<file path="src/rtl/cpu_sdram_responder_if.sv">
// CPU bus and SDRAM controller port signals of one responder instance.
// master = bus glue / controller side, slave = responder side.
interface cpu_sdram_responder_if;
   logic        mem_rd;
   logic        mem_wr;
   logic [1:0]  mem_be;
   logic [15:0] mem_din;
   logic        ram_rom_memrq;
   logic        writable;
   logic [24:0] sdr_addr_in;
   logic [15:0] mem_dout;
   logic        ready;
   logic        timeout_err;
   logic        sdr_req;
   logic        sdr_ack;
   logic [24:0] sdr_addr;
   logic        sdr_wr;
   logic [1:0]  sdr_be;
   logic [15:0] sdr_wdata;
   logic [15:0] sdr_rdata;

   modport master (
      output mem_rd, mem_wr, mem_be, mem_din,
      output ram_rom_memrq, writable, sdr_addr_in,
      output sdr_ack, sdr_rdata,
      input  mem_dout, ready, timeout_err,
      input  sdr_req, sdr_addr, sdr_wr, sdr_be, sdr_wdata
   );

   modport slave (
      input  mem_rd, mem_wr, mem_be, mem_din,
      input  ram_rom_memrq, writable, sdr_addr_in,
      input  sdr_ack, sdr_rdata,
      output mem_dout, ready, timeout_err,
      output sdr_req, sdr_addr, sdr_wr, sdr_be, sdr_wdata
   );
endinterface

</file>
<file path="src/rtl/cpu_sdram_responder.sv">
// CPU RAM/ROM cycle responder on a toggle req/ack SDRAM port.
// Optional one-word read cache: define CPU_READ_CACHE_EN.
module cpu_sdram_responder #(
   parameter int unsigned TIMEOUT   = 255,
   parameter logic [15:0] FILL_DATA = 16'hFFFF
) (
   input logic                    clk_sys,
   input logic                    reset,
   cpu_sdram_responder_if.slave   bus
);

   typedef enum logic [1:0] {IDLE, BUSY, DONE, RELEASE} state_t;

   localparam logic [7:0] TMO_LAST = 8'(TIMEOUT - 1);

   state_t      r_state;
   state_t      w_next;
   logic [7:0]  r_cnt;
   logic        r_to_pend;
   logic        r_req;
   logic [24:0] r_addr;
   logic        r_wr;
   logic [1:0]  r_be;
   logic [15:0] r_wdata;
   logic [15:0] r_dout;
   logic        r_ready;
   logic        r_terr;

   logic        w_start;
   logic        w_sync;
   logic        w_drop;
   logic        w_hit;
   logic [15:0] w_cdata;
   logic        w_issue;
   logic        w_cap;
   logic        w_tmo;
   logic        w_hit_go;
   logic        w_unused;

   assign w_start  = bus.ram_rom_memrq & (bus.mem_rd | bus.mem_wr);
   assign w_sync   = (r_req == bus.sdr_ack);
   assign w_drop   = !bus.mem_rd & !bus.writable;
   assign w_unused = bus.sdr_addr_in[0];

`ifdef CPU_READ_CACHE_EN
   logic        r_cvalid;
   logic [23:0] r_ctag;
   logic [15:0] r_cdata;

   assign w_hit   = bus.mem_rd & r_cvalid &
                    (r_ctag == bus.sdr_addr_in[24:1]);
   assign w_cdata = r_cdata;

   always_ff @(posedge clk_sys or posedge reset) begin
      if (reset) begin
         r_cvalid <= 1'b0;
         r_ctag   <= '0;
         r_cdata  <= '0;
      end else if (w_cap && !r_wr) begin
         r_cvalid <= 1'b1;
         r_ctag   <= r_addr[24:1];
         r_cdata  <= bus.sdr_rdata;
      end else if (w_issue && !bus.mem_rd &&
                   r_ctag == bus.sdr_addr_in[24:1]) begin
         r_cvalid <= 1'b0;
      end
   end
`else
   assign w_hit   = 1'b0;
   assign w_cdata = '0;
`endif

   always_comb begin
      w_next   = r_state;
      w_issue  = 1'b0;
      w_cap    = 1'b0;
      w_tmo    = 1'b0;
      w_hit_go = 1'b0;
      unique case (r_state)
         IDLE: begin
            if (w_start) begin
               if (w_drop) begin
                  w_next = DONE;
               end else if (w_hit) begin
                  w_next   = DONE;
                  w_hit_go = 1'b1;
               end else if (w_sync) begin
                  // a late ack from a timed-out access must land first
                  w_next  = BUSY;
                  w_issue = 1'b1;
               end
            end
         end
         BUSY: begin
            if (w_sync) begin
               w_cap  = 1'b1;
               w_next = DONE;
            end else if (r_cnt == TMO_LAST) begin
               w_tmo  = 1'b1;
               w_next = DONE;
            end
         end
         DONE: w_next = RELEASE;
         RELEASE: begin
            if (!bus.mem_rd && !bus.mem_wr) w_next = IDLE;
         end
         default: w_next = IDLE;
      endcase
   end

   always_ff @(posedge clk_sys or posedge reset) begin
      if (reset) begin
         r_state   <= IDLE;
         r_cnt     <= '0;
         r_to_pend <= 1'b0;
         r_req     <= 1'b0;
         r_addr    <= '0;
         r_wr      <= 1'b0;
         r_be      <= '0;
         r_wdata   <= '0;
         r_dout    <= '0;
         r_ready   <= 1'b0;
         r_terr    <= 1'b0;
      end else begin
         r_state <= w_next;
         r_ready <= (r_state == DONE);
         r_terr  <= (r_state == DONE) & r_to_pend;
         if (w_issue) begin
            r_req   <= ~r_req;
            r_addr  <= {bus.sdr_addr_in[24:1], 1'b0};
            r_wr    <= bus.mem_wr & !bus.mem_rd;
            r_be    <= bus.mem_be;
            r_wdata <= bus.mem_din;
            r_cnt   <= '0;
         end else if (r_state == BUSY) begin
            r_cnt <= r_cnt + 8'd1;
         end
         if (w_tmo) r_to_pend <= 1'b1;
         else if (r_state == IDLE) r_to_pend <= 1'b0;
         if (w_cap && !r_wr) r_dout <= bus.sdr_rdata;
         if (w_tmo && !r_wr) r_dout <= FILL_DATA;
         if (w_hit_go) r_dout <= w_cdata;
      end
   end

   assign bus.mem_dout    = r_dout;
   assign bus.ready       = r_ready;
   assign bus.timeout_err = r_terr;
   assign bus.sdr_req     = r_req;
   assign bus.sdr_addr    = r_addr;
   assign bus.sdr_wr      = r_wr;
   assign bus.sdr_be      = r_be;
   assign bus.sdr_wdata   = r_wdata;

endmodule

</file>
<file path="src/flat_wrapper.sv">
// flat-port wrapper written by rule: the top's interface ports become plain ports
module cpu_sdram_responder_flat 
#(
   parameter int unsigned TIMEOUT   = 255,
   parameter logic [15:0] FILL_DATA = 16'hFFFF
)
  (clk_sys, reset, bus_mem_rd, bus_mem_wr, bus_mem_be, bus_mem_din, bus_ram_rom_memrq, bus_writable, bus_sdr_addr_in, bus_sdr_ack, bus_sdr_rdata, bus_mem_dout, bus_ready, bus_timeout_err, bus_sdr_req, bus_sdr_addr, bus_sdr_wr, bus_sdr_be, bus_sdr_wdata);
  cpu_sdram_responder_if bus_i ();
  input logic clk_sys;
  input logic reset;
  input wire logic [$bits(bus_i.mem_rd)-1:0] bus_mem_rd;
  input wire logic [$bits(bus_i.mem_wr)-1:0] bus_mem_wr;
  input wire logic [$bits(bus_i.mem_be)-1:0] bus_mem_be;
  input wire logic [$bits(bus_i.mem_din)-1:0] bus_mem_din;
  input wire logic [$bits(bus_i.ram_rom_memrq)-1:0] bus_ram_rom_memrq;
  input wire logic [$bits(bus_i.writable)-1:0] bus_writable;
  input wire logic [$bits(bus_i.sdr_addr_in)-1:0] bus_sdr_addr_in;
  input wire logic [$bits(bus_i.sdr_ack)-1:0] bus_sdr_ack;
  input wire logic [$bits(bus_i.sdr_rdata)-1:0] bus_sdr_rdata;
  output wire logic [$bits(bus_i.mem_dout)-1:0] bus_mem_dout;
  output wire logic [$bits(bus_i.ready)-1:0] bus_ready;
  output wire logic [$bits(bus_i.timeout_err)-1:0] bus_timeout_err;
  output wire logic [$bits(bus_i.sdr_req)-1:0] bus_sdr_req;
  output wire logic [$bits(bus_i.sdr_addr)-1:0] bus_sdr_addr;
  output wire logic [$bits(bus_i.sdr_wr)-1:0] bus_sdr_wr;
  output wire logic [$bits(bus_i.sdr_be)-1:0] bus_sdr_be;
  output wire logic [$bits(bus_i.sdr_wdata)-1:0] bus_sdr_wdata;
  assign bus_i.mem_rd = bus_mem_rd;
  assign bus_i.mem_wr = bus_mem_wr;
  assign bus_i.mem_be = bus_mem_be;
  assign bus_i.mem_din = bus_mem_din;
  assign bus_i.ram_rom_memrq = bus_ram_rom_memrq;
  assign bus_i.writable = bus_writable;
  assign bus_i.sdr_addr_in = bus_sdr_addr_in;
  assign bus_i.sdr_ack = bus_sdr_ack;
  assign bus_i.sdr_rdata = bus_sdr_rdata;
  assign bus_mem_dout = bus_i.mem_dout;
  assign bus_ready = bus_i.ready;
  assign bus_timeout_err = bus_i.timeout_err;
  assign bus_sdr_req = bus_i.sdr_req;
  assign bus_sdr_addr = bus_i.sdr_addr;
  assign bus_sdr_wr = bus_i.sdr_wr;
  assign bus_sdr_be = bus_i.sdr_be;
  assign bus_sdr_wdata = bus_i.sdr_wdata;
  cpu_sdram_responder #(.TIMEOUT(TIMEOUT), .FILL_DATA(FILL_DATA)) u_core (.clk_sys(clk_sys), .reset(reset), .bus(bus_i));
endmodule
</file>
<file path="config.mk">
export PLATFORM = sky130hd
export DESIGN_NAME = cpu_sdram_responder_flat
export DESIGN_NICKNAME = d
export VERILOG_FILES = /design/src/rtl/cpu_sdram_responder_if.sv /design/src/rtl/cpu_sdram_responder.sv /design/src/flat_wrapper.sv
export SDC_FILE = /design/constraint.sdc
export NUM_CORES = 1
export LEC_CHECK = 0
export CORE_MARGIN = 2
export CORE_UTILIZATION = 45
export CTS_CLUSTER_DIAMETER = 200
export DETAILED_ROUTE_END_ITERATION = 12
export PLACE_DENSITY = 0.82
export SETUP_SLACK_MARGIN = 0.1
export SLEW_MARGIN = 20
export SYNTH_ARGS = -nofsm -noshare
export SYNTH_HDL_FRONTEND = slang
export SYNTH_SLANG_ARGS = --single-unit
</file>
<file path="constraint.sdc">
create_clock -name clk_sys -period 6.8 [get_ports clk_sys]
set_clock_uncertainty 0.2 [all_clocks]
set_input_delay 0.68 -clock clk_sys [delete_from_list [all_inputs] [get_ports clk_sys]]
set_output_delay 0.68 -clock clk_sys [all_outputs]
set_load 0.005 [all_outputs]
</file>
==> impl_metrics.toml, run 1 <==
[route]
initialDrtViolationCount = 77
via_per_inst = 5.044
met2_length_mm = 3.258
firstDrtPassIters = 4
wirelength_mm = 6.805
routedWlPerCell_um = 14.99
maxUsedRoutingLayer = "met4"
route.detailed.drc = 0
vias = 2290
met3_length_um = 572
detail-route-antenna-nets = 0
wl_met1_mm = 2.873

[synthesis]
synth-edff-count = 0
netlist_area_sq_um = 3114
synth_commonest_cells = "dfrtp_1 (73), mux2_2 (41), inv_1 (23), a21oi_1 (18), nor4_1 (16)"
synthAdderAreaFrac = 0.02411
synth_top_family_by_area = "multiplexers"
synthMuxAreaShare = 0.1667
synth.most_common_cell = "dfrtp_1"
synth_compound_area_frac = 0.05102
synth_fp_nets = 315
synthDistinctLibCells = 33
ys.flop_type = "dfrtp_1"
synth.top_cell.area_share = 0.5866
yosysSeqAreaShare = 0.5866
synth_top_area_cell = "dfrtp_1"
ys_ff_latch = 73
postSynthAreaPerCell_sq_um = 12.82
synthTopCellsByArea = "dfrtp_1 (59%), mux2_2 (15%), nor4_1 (3.2%), a21oi_1 (2.9%), inv_1 (2.8%)"
synth_xor_xnor_area_share = 0.02491
synth_cells = 243
synth-async-reset-ratio = 1.000
yosys_warnings = 0
synthSimpleGateAreaFrac = 0.08236

[flow_run]
max-cap-violations = 0

[floorplan]
num_io_pins = 129
num_rows = 30
die_y_um = 87.19
core_area_sq_um = 6756
start_util = 0.4609
die_x_um = 87.19
fp.dieArea_sq_um = 7602

[setup_path]
reg2regPathDepth = 6
startpoint = "bus_sdr_ack"
crit_path_end_kind = "register"
endpoint = "u_core.bus.sdr_wdata[9]"
reg2reg_slack_ns = 4.37
cp-start-kind = "input pin"
r2r_start = "u_core.r_state[0]"
cp.arrival_ns = 2.84
crit_required_ns = 6.82
r2r-end = "u_core.bus.sdr_be[1]"
path_class = "input pin to register"
worst-path-max-fanout = 51

[cells_and_area]
design_area_sq_um = 4592
multi_input_area_sq_um = 1091
diodes = 0
regArea_sq_um = 1827
final_cell_count_no_fill = 454
num-fill-cells = 528
drive_gt1_frac = 0.1791
area_growth_pct = 47.45
nNetsFinal = 441

[clock_network]
clk_latency_ns = 0.34
clk_pin_slew_worst_paths_ns = 0.07
cts_hold_buf = 0
cts_buffers = 9
cts_setup_buffers = 0
cts_tree = "built"
cts_resized = 0
root_buffer = "clkbuf_8"
clock-sinks = 73
htreeDepth = 3
cts.path.max_buffers = 2

[run_status]
status = "completed"

[timing]
worst_pin_slew_ns = 1.053
period_share = 0.4141
rsz0062_at_grt = "no"
drv_slew = 0
max_freq_mhz = 355.2
relSlewSlack = 0.2976
fin_crit_ns = 2.816
hold_violations = 0
fin_setup_tns_ns = 0
finalSetupViolations = 0

[global_routing]
grt_pass1_vias = 2280
grt_max_degree = 74
overflow = 0
track_usage = 0.1843
antenna_found_initial = 0
grt_pass1_wl_mm = 10.72

[place]
portBuffers = 126
post_dp_cell_area_sq_um = 4380
place_inst = 438
gp_congestion = 0.7427
hpwl_mm = 4.768

[worst_hold_path]
worstHoldPathCells = 1
hold_class = "register to register"

[pwr]
p_per_area_nw_per_um2 = 427.0
power.total_mw = 1.961
power_leakage_nw = 1.984
peakVddDrop_mv = 0.2135
-- placed cells by master, fill, tap and decap left out, types with 2 or more instances in the layout --
master	n
clkdlybuf4s50_1	126
dfrtp_1	73
mux2_2	41
inv_1	22
a21oi_1	18
nor4_1	16
nor2_1	13
clkbuf_8	9
ha_1	6
nand3_1	5
xnor2_1	4
o21ai_0	4
nand2_1	3
xor2_1	3
nand4_1	2
o211ai_2	2
mux2i_1	2
mux2_1	2
clkinvlp_4	2
clkbuf_1	2
bufinv_16	2
buf_4	2
-- logic make-up (layout without fill, tap and decap cells) --
logic type               after synthesis  count (layout)
multiplexers                          46              46
buffers and inverters                 36             167
flip-flops                            73              73
adder cells (fa/ha/maj)                6               6
other                                  1               1
AND/OR/NAND/NOR                       46              46
XOR/XNOR                               8               8
AO/OA/AOI/OAI                         27              27
-- power breakdown --
part	switching (mW)	internal, mW	leakage (nW)
combinational	0.300	0.525	1.01
sequential	0.133	0.639	0.870
clock	0.157	0.206	0.0995
-- per-stage QoR --
| stage | setup slack, ns | hold slack (ns) | util |
|---|---|---|---|
| finish | 3.984 | 0.2985 | 0.6796 |
| global placement | 3.643 | 0.2685 | 0.6483 |
| global route | 3.814 | 0.3242 | 0.6796 |
| CTS | 3.956 | 0.2997 | 0.6796 |
| floorplan | 4.067 | 0.2584 | - |
| detailed placement | 3.602 | 0.2843 | 0.6483 |
-- final cells by class --
type	instances	area share
Clock buffer	11	0.02861
Clock inverter	5	0.01744
Inverter	23	0.01880
Multi-Input combinational cell	134	0.2376
Sequential cell	73	0.3978
Tap cell	80	0.02180
Timing Repair Buffer	128	0.2779
-- flip-flops by register name (all words and copies together) (netlist names) --
signal and flops:
u_core.bus.mem_dout 16, u_core.bus.ready 1, u_core.bus.sdr_addr 24, u_core.bus.sdr_be 2, u_core.bus.sdr_req 1, u_core.bus.sdr_wdata 16, u_core.bus.sdr_wr 1, u_core.bus.timeout_err 1
u_core.r_cnt 8, u_core.r_state 2, u_core.r_to_pend 1
-- worst min path at each step --
| stage | end | slack [ns] | startpoint |
|---|---|---|---|
| final | u_core.bus.sdr_wdata[9] | 0.30 | u_core.bus.sdr_wdata[9] |
| after global routing | u_core.bus.sdr_addr[1] | 0.32 | u_core.bus.sdr_addr[1] |
| after CTS | u_core.bus.sdr_wdata[9] | 0.30 | u_core.bus.sdr_wdata[9] |
| after detailed placement | u_core.bus.sdr_wdata[9] | 0.28 | u_core.bus.sdr_wdata[9] |
| after global placement | u_core.bus.sdr_wdata[9] | 0.27 | u_core.bus.sdr_wdata[9] |
| after floorplan | u_core.bus.timeout_err | 0.26 | u_core.r_to_pend |
-- worst max-delay path: stages --
cell and delay [ns]:
clkdlybuf4s50_1 0.53, xor2_2 0.82, nor2_4 0.04, buf_4 0.34
mux2_1 0.38
-- routing by layer --
layer,GRT usage,vias up
met2,0.2998,88
li1,-,1075
met4,0.06993,0
met1,0.2289,1116
met5,0,-
met3,0.06066,11
No activity file was read; power rests on OpenSTA's default activity.
==> run 2: changes to the inputs <==
--- a/config.mk
+++ b/config.mk
@@ -6,10 +6,10 @@
 export NUM_CORES = 1
 export LEC_CHECK = 0
 export CORE_MARGIN = 2
-export CORE_UTILIZATION = 45
+export CORE_UTILIZATION = 39
 export CTS_CLUSTER_DIAMETER = 200
 export DETAILED_ROUTE_END_ITERATION = 12
-export PLACE_DENSITY = 0.82
+export PLACE_DENSITY = 0.75
 export SETUP_SLACK_MARGIN = 0.1
 export SLEW_MARGIN = 20
 export SYNTH_ARGS = -nofsm -noshare
==> constraint.sdc (replaced) <==
create_clock -name clk_sys -period 2.5 [get_ports clk_sys]
set_clock_uncertainty 0.2 [all_clocks]
set_input_delay 0.25 -clock clk_sys [delete_from_list [all_inputs] [get_ports clk_sys]]
set_output_delay 0.25 -clock clk_sys [all_outputs]
set_load 0.005 [all_outputs]
==> run 2 against run 1 <==
  * Worst setup slack lost 3.6 ns
  * Sequential cell count is the same
  * Critical path depth grew 1
  * Die area grew 15%
  * Sequential power grew to 2.7 times the previous value
  * Critical path type is now register to register
  * Critical endpoint is now u_core.bus.sdr_wdata[5]
  * Largest cell class unchanged
==> impl_metrics.toml, run 2 (synthesized netlist as in run 1, its figures left out) <==
[run_status]
status = "completed"

[clock_network]
cts.path.max_buffers = 2
cts_setup_buffers = 0
clk_latency_ns = 0.34
cts_resized = 0
cts_buffers = 9
clock-sinks = 73
cts_hold_buf = 0
htreeDepth = 3
root_buffer = "clkbuf_8"
clk_pin_slew_worst_paths_ns = 0.08
cts_tree = "built"

[pwr]
power.total_mw = 5.480
p_int_mw = 3.869
combPwrFrac = 0.424
switchingPower_mw = 1.611
peakVddDrop_mv = 0.5798
p_per_area_nw_per_um2 = 1166
p_clk_frac = 0.198
seq_power_share = 0.377
swShare = 0.2940
power_leakage_nw = 2.034

[cells_and_area]
final_cell_count_no_fill = 480
drive_gt1_frac = 0.1905
largest_register_ffs = 24
layout_commonest_cell = "clkdlybuf4s50_1"
area_growth_pct = 50.98
final_cell_mix = "clkdlybuf4s50_1 (126), dfrtp_1 (73), mux2_2 (41), inv_1 (22), a21oi_1 (18)"
diodes = 0
nNetsFinal = 446

[global_routing]
antenna_found_initial = 0
track_usage = 0.1663
grt_pass1_wl_mm = 11.30
grt_max_degree = 33
overflow = 0
grt_pass1_vias = 2349

[timing]
fin_crit_ns = 2.157
rsz0062_at_grt = "no"
hold_violations = 0
fin_setup_tns_ns = 0
drv_slew = 0
relSlewSlack = 0.6539
max_freq_mhz = 463.6
finalSetupViolations = 0
worst_pin_slew_ns = 0.5186
setup_ws_ns = 0.3431
period_share = 0.8628

[route]
via_per_inst = 4.785
firstDrtPassIters = 4
detail-route-antenna-nets = 0
vias = 2297
initialDrtViolationCount = 66
route.detailed.drc = 0
routedWlPerCell_um = 14.65
wirelength_mm = 7.031

[floorplan]
num_rows = 32
fp.dieArea_sq_um = 8716
die_x_um = 93.36
core_area_sq_um = 7727
num_io_pins = 129
die_y_um = 93.36
start_util = 0.4030

[flow_run]
max-cap-violations = 0

[worst_hold_path]
hold_class = "input pin to asynchronous set/reset pin"

[setup_path]
cp.arrival_ns = 2.18
path_class = "register to register"
worst-path-max-fanout = 19
cp-start-kind = "register"
crit_required_ns = 2.52
crit_path_end_kind = "register"

[place]
place_inst = 465
portBuffers = 126
gp_congestion = 0.7538
pre_cts_slack_ns = 0.2598
hpwl_mm = 5.165
run 2: cell count changes in the layout (fill, tap and decap cells not counted):
cell,before,now
buf_12,0,2
buf_4,2,5
bufinv_16,2,3
clkbuf_1,2,1
clkinvlp_4,2,0
inv_6,0,1
run 2: path summary, 6_finish.rpt:
kind	start	endpoint	slack, ns	depth (start not counted)
worst max-delay path	u_core.r_state[1]	u_core.bus.sdr_wdata[5]	0.34	6
worst min-delay path	reset	u_core.bus.sdr_addr[9]	0.03	2
worst max register to register	u_core.r_state[1]	u_core.bus.sdr_wdata[5]	0.34	6
worst min register to register	u_core.r_to_pend	u_core.bus.timeout_err	0.29	1
max in group asynchronous	reset	u_core.bus.timeout_err	1.35	3
min in group clk_sys	u_core.r_to_pend	u_core.bus.timeout_err	0.29	1
run 2: worst max-delay path, stage by stage, from the launching register on:
cell,delay [ns]
dfrtp_1,0.41
inv_1,0.11
ha_1,0.28
nand3_1,0.21
nor2_4,0.16
buf_4,0.28
mux2_2,0.38
run 2: layer usage:
layer / GRT usage / vias to the layer above / wire length (um)
met5: 0 / - / 0
met4: 0.06495 / 0 / 124
met3: 0.04351 / 14 / 532
met2: 0.2782 / 87 / 3430
met1: 0.2056 / 1100 / 2942
li1: - / 1096 / -
run 2: power groups by stage:
stage	logic, mW	clock network, mW	registers (mW)
6_report	2.33	1.09	2.07
5_1_grt	2.55	1.17	2.14
4_1_cts	2.37	1.11	2.07
3_5_place_dp	2.36	0	2.09
3_3_place_gp	2.31	0	2.06
2_1_floorplan	1.05	0	2.10
run 2: cell type report:
type,count,area (sq um)
Fill cell,611,3025
Sequential cell,73,1827
Timing Repair Buffer,133,1339
Multi-Input combinational cell,134,1091
Clock buffer,10,127.6
Tap cell,102,127.6
Clock inverter,5,103.9
Inverter,23,86.33
run 2: stage by stage:
| step | hold WS, ns | cell area (sq um) | util |
|---|---|---|---|
| 2_1_floorplan | 0.1616 | 3114 | - |
| 3_5_place_dp | 0.2792 | 4471 | 0.5785 |
| 5_1_grt | 0.06860 | 4702 | 0.6085 |
| 6_report | 0.03292 | 4702 | 0.6085 |
| 3_3_place_gp | 0.2678 | 4471 | 0.5785 |
| 4_1_cts | 0.04000 | 4702 | 0.6085 |
